File: src/rtl/csi2_tx_packetizer.sv
// -----------------------------------------------------------------------------
// csi2_tx_packetizer
//
// Purpose:
//   Wraps a packed RAW10 payload word stream into CSI-2 packets. Each input
//   frame becomes a Frame Start short packet, FRAME_LINES long packets
//   (header with ECC, LINE_BYTES of payload, CRC-16 word) and a Frame End
//   short packet. Payload words pass straight through with zero latency, and
//   all other words are decoded from FSM registers. Input lines that are too
//   short are zero-padded. Input lines that are too long are truncated. A
//   tuser that arrives mid-frame closes the current frame and starts a new one.
//
// Ports:
//   clk_i           single clock
//   rst_i           asynchronous assert, active-high reset
//   pkt_i_*         AXI4-Stream slave, payload words. First byte is in
//                   tdata[7:0]. tuser = first word of frame, tlast = last
//                   word of line.
//   pkt_o_*         AXI4-Stream master, CSI-2 words in the same byte order.
//                   tstrb marks valid bytes. tlast = last word of each packet.
//   line_len_err_o  one-cycle pulse on an input handshake that shows the
//                   line length differs from LINE_BYTES
//   sync_err_o      one-cycle pulse when tuser arrives inside a frame
// -----------------------------------------------------------------------------
module csi2_tx_packetizer #(
  parameter logic [7:0] DATA_TYPE   = 8'h2B,
  parameter int         LINE_BYTES  = 2400,
  parameter int         FRAME_LINES = 1080
) (
  input  logic        clk_i,
  input  logic        rst_i,
  input  logic [31:0] pkt_i_tdata,
  input  logic        pkt_i_tvalid,
  output logic        pkt_i_tready,
  input  logic        pkt_i_tuser,
  input  logic        pkt_i_tlast,
  output logic [31:0] pkt_o_tdata,
  output logic [3:0]  pkt_o_tstrb,
  output logic        pkt_o_tvalid,
  input  logic        pkt_o_tready,
  output logic        pkt_o_tlast,
  output logic        line_len_err_o,
  output logic        sync_err_o
);

  localparam int WORDS = LINE_BYTES / 4;
  localparam int WCW   = (WORDS > 1) ? $clog2(WORDS) : 1;
  localparam int LCW   = (FRAME_LINES > 1) ? $clog2(FRAME_LINES) : 1;

  localparam logic [WCW-1:0] LAST_WORD = WCW'(WORDS - 1);
  localparam logic [LCW-1:0] LAST_LINE = LCW'(FRAME_LINES - 1);

  // Short packets always carry WC = 0 (frame number 0), so both words are
  // fixed. The FE ECC over data 24'h000001 is 6'h07.
  localparam logic [31:0] FS_WORD = 32'h0000_0000;
  localparam logic [31:0] FE_WORD = 32'h0700_0001;

  localparam logic [2:0] S_IDLE    = 3'd0;
  localparam logic [2:0] S_FS      = 3'd1;
  localparam logic [2:0] S_HDR     = 3'd2;
  localparam logic [2:0] S_PAYLOAD = 3'd3;
  localparam logic [2:0] S_PAD     = 3'd4;
  localparam logic [2:0] S_DROP    = 3'd5;
  localparam logic [2:0] S_CRC     = 3'd6;
  localparam logic [2:0] S_FE      = 3'd7;

  // Each ECC bit is the XOR of the header data bits selected by its row of
  // this parity matrix. Row gi produces ECC bit gi.
  localparam logic [5:0][23:0] ECC_MASK = {
    24'hEFFC00,  // P5
    24'hDF03F0,  // P4
    24'hB8E38E,  // P3
    24'h749A6D,  // P2
    24'hF2555B,  // P1
    24'hF12CB7   // P0
  };

  // ---------------------------------------------------------------------------
  // Long packet header (constant for a given parameter set)
  // ---------------------------------------------------------------------------
  logic [23:0] hdr_data;
  logic [5:0]  hdr_ecc;
  logic [31:0] hdr_word;

  assign hdr_data = {16'(LINE_BYTES), DATA_TYPE};

  genvar gi;
  generate
    for (gi = 0; gi < 6; gi++) begin : g_ecc
      assign hdr_ecc[gi] = ^(hdr_data & ECC_MASK[gi]);
    end
  endgenerate

  assign hdr_word = {2'b00, hdr_ecc, hdr_data};

  // ---------------------------------------------------------------------------
  // CRC-16 (reflected 0x8408). The 32 bits are taken in byte order, LSB first,
  // which is simply ascending bit index of the packed word.
  // ---------------------------------------------------------------------------
  function automatic logic [15:0] crc16_word(input logic [15:0] crc_in,
                                             input logic [31:0] data);
    logic [15:0] c;
    c = crc_in;
    for (int b = 0; b < 32; b++) begin
      if (c[0] ^ data[b]) begin
        c = (c >> 1) ^ 16'h8408;
      end else begin
        c = c >> 1;
      end
    end
    return c;
  endfunction

  // ---------------------------------------------------------------------------
  // State
  // ---------------------------------------------------------------------------
  logic [2:0]     state_reg,    state_next;
  logic [WCW-1:0] word_cnt_reg, word_cnt_next;
  logic [LCW-1:0] line_cnt_reg, line_cnt_next;
  logic [15:0]    crc_reg,      crc_next;
  logic           in_frame_reg, in_frame_next;
  logic           restart_reg,  restart_next;

  logic        in_ready;
  logic        in_hs;
  logic        out_hs;
  logic        last_word;
  logic [15:0] crc_upd;

  assign last_word = (word_cnt_reg == LAST_WORD);
  assign in_hs     = pkt_i_tvalid && pkt_i_tready;
  assign out_hs    = pkt_o_tvalid && pkt_o_tready;

  // PAD feeds zeros into the CRC, while PAYLOAD feeds the live input word.
  assign crc_upd = crc16_word(crc_reg,
                              (state_reg == S_PAYLOAD) ? pkt_i_tdata : 32'h0);

  // ---------------------------------------------------------------------------
  // Output decode. Payload is a combinational pass-through. All other words
  // depend only on registers, so they hold steady while the sink stalls.
  // ---------------------------------------------------------------------------
  always_comb begin
    pkt_o_tdata    = 32'h0;
    pkt_o_tstrb    = 4'h0;
    pkt_o_tvalid   = 1'b0;
    pkt_o_tlast    = 1'b0;
    in_ready       = 1'b0;
    line_len_err_o = 1'b0;
    sync_err_o     = 1'b0;
    case (state_reg)
      S_IDLE: begin
        // Stray words outside a frame are swallowed. A tuser word waits here
        // and is consumed later as the first payload word.
        in_ready   = pkt_i_tvalid && !pkt_i_tuser && !in_frame_reg;
        sync_err_o = pkt_i_tvalid && pkt_i_tuser && in_frame_reg;
      end
      S_FS: begin
        pkt_o_tvalid = 1'b1;
        pkt_o_tdata  = FS_WORD;
        pkt_o_tstrb  = 4'hF;
        pkt_o_tlast  = 1'b1;
      end
      S_HDR: begin
        pkt_o_tvalid = 1'b1;
        pkt_o_tdata  = hdr_word;
        pkt_o_tstrb  = 4'hF;
      end
      S_PAYLOAD: begin
        pkt_o_tvalid = pkt_i_tvalid;
        pkt_o_tdata  = pkt_i_tdata;
        pkt_o_tstrb  = 4'hF;
        in_ready     = pkt_o_tready;
        // Either tlast arrived early or it is missing on the final word.
        line_len_err_o = pkt_i_tvalid && pkt_o_tready && (pkt_i_tlast != last_word);
      end
      S_PAD: begin
        pkt_o_tvalid = 1'b1;
        pkt_o_tstrb  = 4'hF;
      end
      S_DROP: begin
        in_ready = 1'b1;
      end
      S_CRC: begin
        pkt_o_tvalid = 1'b1;
        pkt_o_tdata  = {16'h0, crc_reg};
        pkt_o_tstrb  = 4'b0011;
        pkt_o_tlast  = 1'b1;
      end
      S_FE: begin
        pkt_o_tvalid = 1'b1;
        pkt_o_tdata  = FE_WORD;
        pkt_o_tstrb  = 4'hF;
        pkt_o_tlast  = 1'b1;
      end
      default: ;
    endcase
  end

  // Keep tready low for the whole reset, even if the source keeps tvalid high.
  assign pkt_i_tready = in_ready && !rst_i;

  // ---------------------------------------------------------------------------
  // Next-state logic
  // ---------------------------------------------------------------------------
  always_comb begin
    state_next    = state_reg;
    word_cnt_next = word_cnt_reg;
    line_cnt_next = line_cnt_reg;
    crc_next      = crc_reg;
    in_frame_next = in_frame_reg;
    restart_next  = restart_reg;
    case (state_reg)
      S_IDLE: begin
        if (pkt_i_tvalid) begin
          if (pkt_i_tuser && !in_frame_reg) begin
            state_next = S_FS;
          end else if (pkt_i_tuser && in_frame_reg) begin
            state_next   = S_FE;
            restart_next = 1'b1;
          end else if (in_frame_reg) begin
            state_next = S_HDR;
          end
        end
      end
      S_FS: begin
        if (out_hs) begin
          in_frame_next = 1'b1;
          line_cnt_next = '0;
          state_next    = S_HDR;
        end
      end
      S_HDR: begin
        if (out_hs) begin
          word_cnt_next = '0;
          crc_next      = 16'hFFFF;
          state_next    = S_PAYLOAD;
        end
      end
      S_PAYLOAD: begin
        if (in_hs) begin
          crc_next = crc_upd;
          if (last_word) begin
            state_next = pkt_i_tlast ? S_CRC : S_DROP;
          end else begin
            word_cnt_next = word_cnt_reg + 1'b1;
            if (pkt_i_tlast) begin
              state_next = S_PAD;
            end
          end
        end
      end
      S_PAD: begin
        if (out_hs) begin
          crc_next = crc_upd;
          if (last_word) begin
            state_next = S_CRC;
          end else begin
            word_cnt_next = word_cnt_reg + 1'b1;
          end
        end
      end
      S_DROP: begin
        if (in_hs && pkt_i_tlast) begin
          state_next = S_CRC;
        end
      end
      S_CRC: begin
        if (out_hs) begin
          if (line_cnt_reg == LAST_LINE) begin
            line_cnt_next = '0;
            state_next    = S_FE;
          end else begin
            line_cnt_next = line_cnt_reg + 1'b1;
            state_next    = S_IDLE;
          end
        end
      end
      S_FE: begin
        if (out_hs) begin
          in_frame_next = 1'b0;
          if (restart_reg) begin
            restart_next = 1'b0;
            state_next   = S_FS;
          end else begin
            state_next = S_IDLE;
          end
        end
      end
      default: state_next = S_IDLE;
    endcase
  end

  always_ff @(posedge clk_i or posedge rst_i) begin
    if (rst_i) begin
      state_reg    <= S_IDLE;
      word_cnt_reg <= '0;
      line_cnt_reg <= '0;
      crc_reg      <= 16'hFFFF;
      in_frame_reg <= 1'b0;
      restart_reg  <= 1'b0;
    end else begin
      state_reg    <= state_next;
      word_cnt_reg <= word_cnt_next;
      line_cnt_reg <= line_cnt_next;
      crc_reg      <= crc_next;
      in_frame_reg <= in_frame_next;
      restart_reg  <= restart_next;
    end
  end

endmodule

File: config.mk
export PLATFORM = sky130hd
export DESIGN_NAME = csi2_tx_packetizer
export DESIGN_NICKNAME = d
export VERILOG_FILES = /design/src/rtl/csi2_tx_packetizer.sv
export SDC_FILE = /design/constraint.sdc
export NUM_CORES = 1
export LEC_CHECK = 0
export CORE_AREA = 8 8 100 102
export DETAILED_ROUTE_END_ITERATION = 8
export DIE_AREA = 0 0 108 110
export PLACE_DENSITY_LB_ADDON = 0.15
export SLEW_MARGIN = 20
export SYNTH_ARGS = -nofsm -noshare
export SYNTH_HDL_FRONTEND = slang
export SYNTH_SLANG_ARGS = --single-unit
File: constraint.sdc
create_clock -name clk_i -period 7.3 [get_ports clk_i]
set_clock_uncertainty 0.05 [all_clocks]
set_input_delay 1.46 -clock clk_i [delete_from_list [all_inputs] [get_ports clk_i]]
set_output_delay 1.46 -clock clk_i [all_outputs]
set_load 0.03 [all_outputs]
==> run summary, run 1 <==
max reg flops: 16
drt initial violations: 280
Worst Path Required: 5.79 ns
Port Buffer Count: 78
crit-path cells: clkdlybuf4s50_1 -> nand3b_1 -> a21o_1 -> a21oi_1 -> clkdlybuf4s50_1
total CTS buffers: 5
pin count of the biggest net entering global routing: 44
crit end category: primary output
Synth Net Count: 521
RSZ-0062 raised after global routing: no
Synth top area share: 16.0%
CP arrival: 3.39 ns
top_reg_cell synth: dfrtp_1
area of the multi-input gates: 2840 um2
Starting Density: 48.2%
Congestion Overflow GR: 0
Die Span Y: 110 um
max-slew violation count: 0
H-tree Lvls: 2
clock slew seen by the registers of the worst setup and hold paths: 0.09 ns
initial antenna violation count: 0
Detail Placement HPWL: 8.61 mm
Post-Route WL: 11.4 mm
GPL Wtd Cong: 0.876
die area: 11900 um2
CTS Buffer Depth: 2
fmax: 0.204 GHz
Synth Instances: 478
DRC viols: 0
sequential share of the synthesized area: 26.3%
FILL cells: 765
Netlist cell types: 51
CP most frequent cell: clkdlybuf4s50_1
Post-Syn Area per Cell: 8.53 um2
Mapped Area: 4080 um2
fraction of layout cells with a size suffix above 1: 8.44%
ant diodes: 0
Least-Margin Pin Slew: 0.823 ns
num rows: 34
hold_buf cts: 0
Synth area leader: dfrtp_1
GRT Util Overall: 19.5%
vias in the first global route: 3654
crit path buf inv count: 2
wire per inst: 17.5 um
final period utilization: 67.1%
worst skew pair latency: 0.31 ns
final setup TNS: 0 ns
CTS tree: yes
kind of critical path: in2out
slowest CP cell: clkdlybuf4s50_1
Worst Hold Class: reg2reg
Final Net Count: 587
Area Overhead vs Synth: 23.3%
asr flop ratio synth: 100%
Final Hold Viols: 0
Period minus WS final: 4.90 ns
Root Buffer: clkbuf_8
delay-heaviest family, CP: buffers and inverters
CP peak stage delay: 0.77 ns
startpoint types: input pin
FF/Latch Area: 1070 um2
status: finished, final reports clean
Resized cells post-CTS: 0
synth top area cells: dfrtp_1 (16%), xnor2_1 (13%), dfstp_2 (10%)
Max-slew headroom: 45.1%
Max Cap Violations: 0
Setup Fix Bufs, Post-CTS: 0
Sink Count: 42
post-route ant nets: 0
Post-synth EDFFs: 0
worst reg2reg setup slack: 3.57 ns
Die Width: 108 um
CP max FO: 14
Synthesis Warnings: 0
detail-routed via count per cell: 5.55
Seq cells post-synth: 42
Vias: 3625
first-pass GRT wire length: 18.5 mm
Final setup viols: 0
Core ar.: 8470 um2
top-level port count: 79
Detailed Routing Iterations Pass 1: 4
==> layout make-up <==
type / instances / area share [%]
Sequential cell: 42 / 21.3
Inverter: 11 / 0.821
Clock buffer: 6 / 1.44
Clock inverter: 2 / 0.747
Timing Repair Buffer: 84 / 16.4
Tap cell: 108 / 2.69
Multi-Input combinational cell: 400 / 56.6
==> path summary, 6_finish.rpt <==
check                      depth (start not counted)                        start                           to
min in group asynchronous                          3                        rst_i  word_cnt_reg[8]$_DFFE_PP0P_
min                                                1  line_cnt_reg[5]$_DFFE_PP0P_  line_cnt_reg[5]$_DFFE_PP0P_
max                                                5                 pkt_o_tready                 pkt_i_tready
max reg2reg                                        9     state_reg[0]$_DFFE_PP0P_       crc_reg[4]$_DFFE_PP1P_
max in group asynchronous                          3                        rst_i  word_cnt_reg[9]$_DFFE_PP0P_
min reg2reg                                        1  line_cnt_reg[5]$_DFFE_PP0P_  line_cnt_reg[5]$_DFFE_PP0P_
==> routing by layer <==
layer | track usage (%) | routed length [um] | vias up
met3 | 3.78 | 663 | 16
met2 | 34.6 | 5630 | 128
li1 | - | - | 1766
met4 | 6.34 | 234 | 0
met5 | 0 | 0 | -
met1 | 23.3 | 4870 | 1715
==> layout by cell type, fill, tap and decap left out, types with 6 or more instances in the layout <==
cell type        Yosys  layout
xnor2_2              7       7
nand2_1             63      63
xor2_1              30      30
nand3_1             16      16
buf_4                4       6
nor2_1              48      47
inv_1               11      11
o21ai_0             36      36
nor3_1               6       6
dfstp_2             16      16
clkdlybuf4s50_1      0      78
dfrtp_1             26      26
xnor2_1             60      60
and2_1               8       8
xnor3_1             10      10
a21oi_1             24      24
o31ai_1              6       6
nand4b_1            17      17
==> kinds of logic (layout without fill, tap and decap cells) <==
family          count (synthesis)  after routing  synth area share [%]
xor+xnor                      114            114                  31.1
fa+ha+maj                       5              5                  1.53
buf+inv                        36            103                  4.05
compound gates                 99             99                  15.0
simple gates                  180            180                  21.5
mux                             2              2                 0.552
flops                          42             42                  26.3
==> through the flow <==
| stage | setup WS, ns | cell area, um2 | cells | hold slack (ns) | utilization (%) |
|---|---|---|---|---|---|
| finish | 2.40 | 5030 | 653 | 0.454 | 59.4 |
| global route | 2.32 | 5030 | 653 | 0.459 | 59.4 |
| CTS | 2.42 | 5020 | 653 | 0.449 | 59.4 |
| detailed placement | 2.43 | 4910 | 645 | 0.431 | 58.1 |
| global placement | 2.43 | 4910 | 645 | 0.427 | 58.1 |
| floorplan | 3.55 | 4080 | 478 | 0.395 | - |
==> synthesized netlist by cell type, drive strengths merged (3+ instances only) <==
cell / number
a21boi: 5
a21oi: 24
a31oi: 4
and2: 8
and3: 5
buf: 13
clkbuf: 12
dfrtp: 26
dfstp: 16
ha: 5
inv: 11
nand2: 63
nand2b: 5
nand3: 16
nand3b: 5
nand4b: 17
nor2: 48
nor2b: 3
nor3: 6
o21ai: 36
o21bai: 5
o22a: 5
o31ai: 6
xnor2: 67
xnor3: 11
xor2: 35
Power of run 1 is left out: the tool's default activity adds up to more than one toggle a clock period on the data nets, which glitch-free logic cannot reach.
==> run 2, diff against run 1 <==
- clock period: 7.3 -> 5 ns (I/O delays scaled with it)
==> run summary, run 2 (same netlist as run 1, synthesis figures left out) <==
status: finished, final reports clean
delay-heaviest family, CP: buffers and inverters
Port Buffer Count: 78
max-slew violation count: 0
detail-routed via count per cell: 5.52
Critical R2R Launch: state_reg[1]$_DFFE_PP0P_
worst skew pair latency: 0.30 ns
Die Width: 108 um
pre-CTS WS: 1.04 ns
crit path to: pkt_o_tdata[7]
post-place instance area: 4930 um2
CP most frequent cell: nand2_1
Area Overhead vs Synth: 23.7%
ant diodes: 0
Congestion Overflow GR: 0
pin count of the biggest net entering global routing: 37
Post-Route WL: 11.7 mm
Sink Count: 42
crit path launch: state_reg[1]$_DFFE_PP0P_
top-level port count: 79
Resized cells post-CTS: 0
Worst Hold Class: reg2reg
slowest CP cell: dfrtp_1
wire per inst: 17.8 um
vias in the first global route: 3730
first-pass GRT wire length: 19.0 mm
drt initial violations: 245
GRT Util Overall: 20.0%
Final Net Count: 589
num rows: 34
H-tree Lvls: 2
CTS tree: yes
CTS Buffer Depth: 2
post-route ant nets: 0
Detailed Routing Iterations Pass 1: 4
Setup Fix Bufs, Post-CTS: 0
Starting Density: 48.2%
kind of critical path: reg2out
RSZ-0062 raised after global routing: no
total CTS buffers: 5
final instance area: 5040 um2
crit path buf inv count: 3
Root Buffer: clkbuf_8
min setup slack post-route: 0.929 ns
Max Cap Violations: 0
Worst Path Required: 3.95 ns
Core ar.: 8470 um2
Final setup viols: 0
fraction of layout cells with a size suffix above 1: 8.96%
final period utilization: 81.4%
CP arrival: 3.02 ns
CP max FO: 21
DRC viols: 0
crit-path cells: buf_4 -> nand2_1 -> nor2_1 -> buf_4 -> nand2_1 -> nand2_1 -> clkdlybuf4s50_1
worst reg2reg setup slack: 1.64 ns
Die Span Y: 110 um
initial antenna violation count: 0
crit end category: primary output
CP Depth: 7
fmax: 0.246 GHz
CP peak stage delay: 0.77 ns
Final Hold Viols: 0
clock slew seen by the registers of the worst setup and hold paths: 0.09 ns
die area: 11900 um2
WHS: 0.442 ns
commonest non-fill, non-tap cells in the layout: clkdlybuf4s50_1 (78), nand2_1 (63), xnor2_1 (60), nor2_1 (48), o21ai_0 (36)
worst reg2reg endpoint: crc_reg[10]$_DFFE_PP1P_
most common cell after layout, fill and taps aside: clkdlybuf4s50_1
Least-Margin Pin Slew: 0.790 ns
max reg flops: 16
hold_buf cts: 0
Vias: 3613
Max-slew headroom: 47.4%
Worst R2R Path Depth: 9
Detail Placement HPWL: 8.80 mm
final setup TNS: 0 ns
GPL Wtd Cong: 0.865
startpoint types: flop
Period minus WS final: 4.07 ns
==> run 2: cell count changes in the layout (fill, tap and decap cells not counted), sizes merged <==
cell      delta
clkinvlp     +1
clkbuf       -1
buf          +2
==> run 2: per-layer routing <==
layer / part of all wire (%) / vias up / routed length, um / GRT usage (%)
li1: - / 1768 / - / -
met1: 43 / 1701 / 4990 / 24.2
met2: 49 / 123 / 5680 / 35.0
met3: 6.5 / 21 / 754 / 3.90
met4: 2.1 / 0 / 243 / 6.05
met5: 0 / - / 0 / 0
==> run 2: worst reg2reg max path, delay by kind of cell, from the launching register on <==
family / cells / cell delay, ns
AO/OA/AOI/OAI: 1 / 0.16
XOR/XNOR: 6 / 1.76
buffers and inverters: 1 / 0.37
flip-flops: 1 / 0.77
AND/OR/NAND/NOR: 1 / 0.18
==> run 2: layout make-up <==
cell class / instances / area, um2
Fill cell: 771 / 3420
Multi-Input combinational cell: 400 / 2840
Sequential cell: 42 / 1070
Timing Repair Buffer: 86 / 841
Tap cell: 108 / 135
Clock buffer: 5 / 68.8
Clock inverter: 3 / 45.0
Inverter: 11 / 41.3
==> run 2: through the flow <==
step / instances / utilization, %
global route: 655 / 59.6
finish: 655 / 59.6
CTS: 655 / 59.6
global placement: 647 / 58.2
floorplan: 478 / -
detailed placement: 647 / 58.2
==> run 2: worst min path at each step <==
stage	start	to	depth (start not counted)
detailed placement	line_cnt_reg[10]$_DFFE_PP0P_	line_cnt_reg[10]$_DFFE_PP0P_	1
CTS	line_cnt_reg[10]$_DFFE_PP0P_	line_cnt_reg[10]$_DFFE_PP0P_	1
finish	line_cnt_reg[10]$_DFFE_PP0P_	line_cnt_reg[10]$_DFFE_PP0P_	1
floorplan	line_cnt_reg[10]$_DFFE_PP0P_	line_cnt_reg[10]$_DFFE_PP0P_	1
global route	line_cnt_reg[10]$_DFFE_PP0P_	line_cnt_reg[10]$_DFFE_PP0P_	1
global placement	line_cnt_reg[10]$_DFFE_PP0P_	line_cnt_reg[10]$_DFFE_PP0P_	1
Power of run 2 is left out for the same reason.
==> run 3, diff against run 2 <==
- CORE_AREA: 8 8 100 102 -> 8 8 102 104
- DIE_AREA: 0 0 108 110 -> 0 0 110 112
- clock period: 5 -> 3.54 ns (I/O delays scaled with it)
==> run summary, run 3 (same netlist as run 1, synthesis figures left out) <==
FILL cells: 832
H-tree Lvls: 2
Final Hold Viols: 0
vias in the first global route: 3597
Max-slew headroom: 57.1%
ant diodes: 0
Sink Count: 42
GRT Util Overall: 18.9%
pre-CTS WS: 0.121 ns
final setup TNS: 0 ns
die area: 12300 um2
crit path launch: state_reg[1]$_DFFE_PP0P_
Root Buffer: clkbuf_8
Final Net Count: 604
detail-routed via count per cell: 5.49
most common cell after layout, fill and taps aside: clkdlybuf4s50_1
commonest non-fill, non-tap cells in the layout: clkdlybuf4s50_1 (64), nand2_1 (63), xnor2_1 (60), nor2_1 (47), o21ai_0 (36)
Final setup viols: 0
min-delay src: line_cnt_reg[10]$_DFFE_PP0P_
final period utilization: 95.5%
initial antenna violation count: 0
CP arrival: 2.62 ns
Starting Density: 45.9%
fraction of layout cells with a size suffix above 1: 13.5%
Port Buffer Count: 78
Max Cap Violations: 0
DRC viols: 0
delay-heaviest family, CP: buffers and inverters
Congestion Overflow GR: 0
worst reg2reg endpoint: crc_reg[10]$_DFFE_PP1P_
post-place instance area: 5040 um2
CTS Buffer Depth: 2
Critical R2R Launch: state_reg[2]$_DFFE_PP0P_
Post-Route WL: 11.7 mm
pin count of the biggest net entering global routing: 43
Core ar.: 8890 um2
CP max FO: 16
Detail Placement HPWL: 9.24 mm
final instance area: 5120 um2
CP peak stage delay: 0.71 ns
Die Span Y: 112 um
RSZ-0062 raised after global routing: no
crit path buf inv count: 4
max-slew violation count: 0
Worst Hold Class: reg2reg
wire per inst: 17.4 um
status: finished, final reports clean
max reg flops: 16
clock slew seen by the registers of the worst setup and hold paths: 0.09 ns
slowest CP cell: clkdlybuf4s50_1
first-pass GRT wire length: 18.6 mm
post-route ant nets: 0
Worst Path Required: 2.78 ns
worst reg2reg setup slack: 0.34 ns
Vias: 3697
Worst R2R Path Depth: 9
Area Overhead vs Synth: 25.6%
GPL Wtd Cong: 0.898
hold path depth: 1
top-level port count: 79
CP most frequent cell: buf_4
WHS: 0.439 ns
Detailed Routing Iterations Pass 1: 5
total CTS buffers: 5
worst skew pair latency: 0.30 ns
Period minus WS final: 3.38 ns
fmax: 0.296 GHz
min setup slack post-route: 0.160 ns
Setup Fix Bufs, Post-CTS: 0
num rows: 35
crit end category: primary output
startpoint types: flop
CTS tree: yes
Hold EP: line_cnt_reg[10]$_DFFE_PP0P_
crit-path cells: buf_4 -> buf_4 -> buf_4 -> nand2b_1 -> nand2_1 -> o31ai_1 -> clkdlybuf4s50_1
Least-Margin Pin Slew: 0.641 ns
Die Width: 110 um
drt initial violations: 198
kind of critical path: reg2out
[run 3: worst max path at each step]
| stage | to | cells after the start |
|---|---|---|
| 2_1_floorplan | pkt_o_tstrb[3] | 7 |
| 3_3_place_gp | crc_reg[4]$_DFFE_PP1P_ | 9 |
| 3_5_place_dp | crc_reg[4]$_DFFE_PP1P_ | 9 |
| 4_1_cts | pkt_i_tready | 6 |
| 5_1_grt | line_len_err_o | 8 |
| 6_report | pkt_o_tvalid | 7 |
[run 3: stage by stage]
step / instances / util, %
CTS: 673 / 57.6
finish: 673 / 57.6
floorplan: 478 / -
global placement: 665 / 56.7
detailed placement: 665 / 56.7
global route: 673 / 57.6
[run 3: worst reg2reg max path: cells and delay by family (launching register included)]
family | cells | cell delay, ns
AO/OA/AOI/OAI | 1 | 0.17
XOR/XNOR | 6 | 1.77
buffers and inverters | 1 | 0.28
flip-flops | 1 | 0.69
AND/OR/NAND/NOR | 1 | 0.16
[run 3: cell type report]
| cell class | instances | area [um2] | share of cell area [%] |
|---|---|---|---|
| multi-input cells | 400 | 2840 | 55.5 |
| flip-flops and latches | 42 | 1070 | 20.9 |
| repair buffers | 101 | 943 | 18.4 |
| well taps | 111 | 139 | 2.71 |
| clock buffers | 7 | 76.3 | 1.49 |
| inverters | 11 | 41.3 | 0.806 |
| clock inverters | 1 | 7.51 | 0.147 |
[run 3: layer usage]
layer	vias to the layer above	global-route usage, %	part of all wire [%]
met5	-	0	0
met4	0	4.50	1.3
met3	8	3.18	5.8
met2	104	33.2	51
met1	1788	23.0	42
li1	1797	-	-
[run 3: timing repair]
action,4_1_cts,5_1_grt
hold buffers,0,0
setup endpoints to repair,0,2
gates resized for setup,0,1
Power of run 3 is left out for the same reason.
